File: src/rtl/instr_loader_pkg.sv
// Shared types and constants for the boot-time instruction loader.
package instr_loader_pkg;

    localparam int unsigned WORD_W = 16;
    localparam int unsigned BYTE_W = 8;
    localparam int unsigned TMO_W  = 17;

    typedef enum logic [2:0] {
        ST_IDLE,
        ST_LEN_HI,
        ST_LEN_LO,
        ST_DATA_HI,
        ST_DATA_LO,
        ST_WRITE,
        ST_DONE,
        ST_ERROR
    } state_e;

    // States that wait on the byte stream; these accept bytes and run the timeout.
    function automatic logic is_wait(input state_e s);
        return (s == ST_LEN_HI) || (s == ST_LEN_LO) || (s == ST_DATA_HI) || (s == ST_DATA_LO);
    endfunction

endpackage

File: src/rtl/instr_loader.sv
// Boot loader: assembles big-endian 16-bit words from a byte stream and writes them
// sequentially into instruction memory while holding the CPU in reset.
module instr_loader
    import instr_loader_pkg::*;
#(
    parameter int unsigned        ADDR_W    = 20,
    parameter logic [ADDR_W-1:0]  BASE_ADDR = '0,
    parameter int unsigned        TIMEOUT   = 65535
) (
    input  logic              clk,
    input  logic              reset,
    input  logic              start,
    input  logic              rxValid,
    input  logic [7:0]        rxByte,
    output logic              rxReady,
    output logic [ADDR_W-1:0] instrWriteAddress,
    output logic [15:0]       instrWriteData,
    output logic              instrWriteEnable,
    output logic              cpuReset,
    output logic              busy,
    output logic              done,
    output logic              error
);

    state_e              state_q, state_d;
    logic [ADDR_W-1:0]   addr_q, addr_d;
    logic [WORD_W-1:0]   cnt_q, cnt_d;
    logic [WORD_W-1:0]   data_q, data_d;
    logic [BYTE_W-1:0]   hi_q, hi_d;
    logic [TMO_W-1:0]    tmo_q, tmo_d;
    logic                rx_ready_q, rx_ready_d;
    logic                we_q, we_d;
    logic                busy_q, busy_d;
    logic                done_q, done_d;
    logic                error_q, error_d;
    logic                cpu_reset_q, cpu_reset_d;
    logic                xfer;
    logic [WORD_W-1:0]   rx_word;

    assign xfer    = rxValid & rx_ready_q;
    assign rx_word = {hi_q, rxByte};

    always_comb begin
        state_d = state_q;
        addr_d  = addr_q;
        cnt_d   = cnt_q;
        data_d  = data_q;
        hi_d    = hi_q;
        tmo_d   = tmo_q;

        case (state_q)
            ST_IDLE, ST_DONE, ST_ERROR: begin
                if (start) begin
                    state_d = ST_LEN_HI;
                    addr_d  = BASE_ADDR;
                end
            end
            ST_LEN_HI: begin
                if (xfer) begin
                    hi_d    = rxByte;
                    state_d = ST_LEN_LO;
                end
            end
            ST_LEN_LO: begin
                if (xfer) begin
                    cnt_d   = rx_word;
                    state_d = (rx_word == '0) ? ST_DONE : ST_DATA_HI;
                end
            end
            ST_DATA_HI: begin
                if (xfer) begin
                    hi_d    = rxByte;
                    state_d = ST_DATA_LO;
                end
            end
            ST_DATA_LO: begin
                if (xfer) begin
                    data_d  = rx_word;
                    state_d = ST_WRITE;
                end
            end
            ST_WRITE: begin
                addr_d  = addr_q + ADDR_W'(1);
                cnt_d   = cnt_q - WORD_W'(1);
                state_d = (cnt_q == WORD_W'(1)) ? ST_DONE : ST_DATA_HI;
            end
            default: state_d = ST_IDLE;
        endcase

        // A byte arriving on the expiry cycle still wins over the timeout.
        if (TIMEOUT != 0 && is_wait(state_q) && !xfer) begin
            if (tmo_q == TMO_W'(TIMEOUT)) begin
                state_d = ST_ERROR;
            end else begin
                tmo_d = tmo_q + TMO_W'(1);
            end
        end
        if (xfer || (state_d != state_q)) begin
            tmo_d = '0;
        end

        rx_ready_d  = is_wait(state_d);
        we_d        = (state_d == ST_WRITE);
        busy_d      = is_wait(state_d) || (state_d == ST_WRITE);
        done_d      = (state_d == ST_DONE);
        error_d     = (state_d == ST_ERROR);
        cpu_reset_d = (state_d != ST_DONE);
    end

    always_ff @(posedge clk) begin
        if (reset) begin
            state_q     <= ST_IDLE;
            addr_q      <= '0;
            cnt_q       <= '0;
            data_q      <= '0;
            hi_q        <= '0;
            tmo_q       <= '0;
            rx_ready_q  <= 1'b0;
            we_q        <= 1'b0;
            busy_q      <= 1'b0;
            done_q      <= 1'b0;
            error_q     <= 1'b0;
            cpu_reset_q <= 1'b1;
        end else begin
            state_q     <= state_d;
            addr_q      <= addr_d;
            cnt_q       <= cnt_d;
            data_q      <= data_d;
            hi_q        <= hi_d;
            tmo_q       <= tmo_d;
            rx_ready_q  <= rx_ready_d;
            we_q        <= we_d;
            busy_q      <= busy_d;
            done_q      <= done_d;
            error_q     <= error_d;
            cpu_reset_q <= cpu_reset_d;
        end
    end

    assign rxReady           = rx_ready_q;
    assign instrWriteAddress = addr_q;
    assign instrWriteData    = data_q;
    assign instrWriteEnable  = we_q;
    assign cpuReset          = cpu_reset_q;
    assign busy              = busy_q;
    assign done              = done_q;
    assign error             = error_q;

endmodule

File: config.mk
export PLATFORM = sky130hd
export DESIGN_NAME = instr_loader
export DESIGN_NICKNAME = d
export VERILOG_FILES = /design/src/rtl/instr_loader_pkg.sv /design/src/rtl/instr_loader.sv
export SDC_FILE = /design/constraint.sdc
export NUM_CORES = 1
export LEC_CHECK = 0
export ABC_CLOCK_PERIOD_IN_PS = 3260
export CAP_MARGIN = 15
export CORE_AREA = 4 4 92 94
export CTS_CLUSTER_SIZE = 14
export DETAILED_ROUTE_END_ITERATION = 8
export DIE_AREA = 0 0 96 98
export PLACE_DENSITY = 0.78
export SYNTH_ARGS = -nofsm -noshare
export SYNTH_HDL_FRONTEND = slang
export SYNTH_SLANG_ARGS = --single-unit
File: constraint.sdc
create_clock -name clk -period 3.26 [get_ports clk]
set_input_delay 0.652 -clock clk [delete_from_list [all_inputs] [get_ports clk]]
set_output_delay 0.652 -clock clk [all_outputs]
set_load 0.03 [all_outputs]
==> summary.txt <==
Status
  • Run status: completed

Detailed routing
  • Via density: 5.92
  • Drt pass-1 iters: 6
  • WL/cell: 15.6 um
  • Vias post-DR: 3839
  • Antenna-violating nets left: 0
  • Post-route DRC: 0
  • Initial drt markers: 357
  • Final wirelength: 10100 um

Worst setup path
  • Crit path launch type: input pin
  • CP endpoint kind: flop
  • Slowest-stage cell, CP: or4b_4
  • Crit Path Class: in -> reg
  • R2R setup slack: 0.71 ns
  • Delay of the slowest critical-path stage: 0.62 ns
  • Worst Reg2Reg Path Length in Cells: 5
  • Crit-path max FO: 13
  • Required @ worst endpoint: 3.49 ns
  • Critical Path AT: 2.81 ns
  • Worst-path cell chain: clkdlybuf4s50_1 > nand2_2 > or4b_4 > o221ai_2 > nor2_1 > or4_1
  • Worst reg2reg startpoint: state_q[0]
  • Worst r2r dst: instrWriteAddress[8]
  • Worst path top cell family by delay: simple AND/OR/NAND/NOR gates
  • Buf/Inv on CP: 1

STA
  • Hold Vio Cnt, Final: 0
  • Min Hold Slack: 0.456 ns
  • Final Setup Violations: 0
  • Relative slew slack: 0.482
  • Final Max Slew Viols: 0
  • Crit share post-route: 0.792
  • Max Freq: 0.387 GHz
  • Worst Tran Pin Value: 0.772 ns
  • RSZ-0062 raised after global routing: no
  • Post-layout worst setup margin: 0.678 ns
  • Worst Skew: 0.00653 ns
  • Final min period: 2.58 ns
  • Setup TNS: 0 ns

Yosys
  • Largest area contributor in the netlist: dfxtp_1
  • Synth Net Count: 510
  • Avg Cell Area, Syn: 8.29 um^2
  • YS warnings: 0
  • Synth top area cells: dfxtp_1, nand2_1, a21oi_1
  • FF+latch count, synth: 86
  • Mapped Area: 4090 um^2
  • Distinct cell type count after synthesis: 61
  • Top_reg_cell synth: dfxtp_1
  • Sequential fraction of the synthesis area: 0.421
  • Post-synth EDFFs: 0
  • Cell count after synthesis: 493
  • Asr flop ratio synth: 0
  • Synth top area share: 0.421

Global route
  • First-pass GRT wire length: 17400 um
  • Tot GR Track Use: 0.229
  • Initial antenna violation count: 0
  • Number of global-route vias before repair: 3610
  • Grt ovf: 0
  • Pin count of the biggest net entering global routing: 43

CTS
  • Reg clk slew, reported paths: 0.08 ns
  • CTS sink count: 86
  • H-tree depth: 3
  • Clk Latency, worst-skew pair: 0.35 ns
  • Clock Path Buffers: 2
  • CTS buffer count: 9
  • Post-cts sizing count: 0
  • CTS tree: yes
  • Hold-fix buffers at CTS: 0
  • Post-CTS repair timing setup buffer count: 0
  • Clock Tree Root: clkbuf_8

Floorplan
  • Die Y: 98 um
  • Core area: 7650 um^2
  • IO Count: 54
  • DIE AREA: 9410 um^2
  • Starting Density: 0.534
  • Die span in x: 96 um
  • Row Count: 32

Place
  • Hpwl dp: 7100 um
  • RD Place Congestion: 0.976
  • Worst slack, placed: 0.338 ns
  • Placed Cells: 631
  • Placed cell area: 4690 um^2
  • I/O Buffers: 53

Power
  • Max VDD drop: 0.000235 V
  • Leakage: 1.50 nW
  • Pwr Density: 403 nW/um^2
  • Total Power: 1.98 mW

Layout
  • Layout area overhead: 20.2%
  • Post-layout util: 0.642
  • Finished Layout Cells: 648
  • Finished layout cell area: 4910 um^2
  • Nets: 558
  • Antenna Cells: 0
  • Fraction of layout cells with a size suffix above 1: 0.0879

Min path
  • Hold Path Class: reg -> reg
  • Worst hold start: instrWriteData[0]
  • Hold Path Depth: 2
  • Hold EP: instrWriteData[0]

Flow run
  • Max-cap viol count: 0
-- worst max path at each step --
stage	startpoint	slack, ns	to	cells after the start
floorplan	tmo_q[6]	0.90	cpuReset	7
global placement	rxValid	0.42	cpuReset	6
detailed placement	rxValid	0.34	cpuReset	6
CTS	tmo_q[10]	0.45	tmo_q[2]	8
global route	state_q[0]	0.47	instrWriteAddress[8]	5
finish	rxValid	0.68	cpuReset	6
-- metal layers --
metal | global-route usage | routed length (um) | vias up
li1 | - | - | 1900
met1 | 0.321 | 4660 | 1808
met2 | 0.358 | 4760 | 117
met3 | 0.0401 | 558 | 14
met4 | 0.0646 | 129 | 0
met5 | 0 | 0 | -
-- layout by cell type (no fill, tap or decap), drive strengths merged, types with 8 or more instances in the layout --
cell type / instances
xnor2: 15
dfxtp: 86
nor3: 14
or3: 10
clkbuf: 12
a21oi: 49
o21ai: 11
nand3: 18
buf: 10
clkdlybuf4s50: 52
nand4: 13
a31oi: 10
nand2: 85
inv: 11
nor2: 37
a211oi: 21
nor4: 16
o211ai: 8
-- synthesized netlist by cell type, drive strengths merged, types with 7 or more instances --
cell type / count
dfxtp: 86
nand2: 85
a21oi: 49
nor2: 37
a211oi: 21
clkbuf: 20
nand3: 18
nor4: 16
xnor2: 15
nor3: 14
nand4: 13
o21ai: 11
a31oi: 10
inv: 10
or3: 10
o211ai: 8
and3: 7
-- worst min-delay path, delay by kind of cell (launching register included) --
kind	cells	cell delay [ns]
and+or+nand+nor	1	0.05
DFF	1	0.32
AOI/OAI and AO/OA	1	0.05
-- sequential cells by signal, summed over array words and instances (netlist names) --
register,count
instrWriteEnable,1
instrWriteAddress,20
state_q,3
done,1
hi_q,8
tmo_q,17
cnt_q,16
rxReady,1
instrWriteData,16
cpuReset,1
error,1
busy,1
-- final cells by class --
type	count	area (um^2)
clock buffer	12	155
multi-input combinational	372	2220
timing repair buffer	62	593
tap	102	128
clock inverter	4	53.8
fill	653	2740
inverter	10	37.5
sequential	86	1720
-- where the power goes --
part | total (mW) | internal [mW] | switching (mW)
Combinational | 0.132 | 0.0456 | 0.0860
Clock | 0.775 | 0.399 | 0.376
Sequential | 1.07 | 1.06 | 0.0142
-- cell families (layout without fill, tap and decap cells) --
logic type / count (synthesis) / count (layout) / synth area share
AO/OA/AOI/OAI: 121 / 121 / 0.195
adder cells (fa/ha/maj): 5 / 5 / 0.0153
AND/OR/NAND/NOR: 224 / 224 / 0.284
buffers and inverters: 35 / 88 / 0.0349
flip-flops: 86 / 86 / 0.421
multiplexers: 5 / 5 / 0.0135
XOR/XNOR: 17 / 17 / 0.0364
Note: power is estimated with default switching activity, not from simulation.
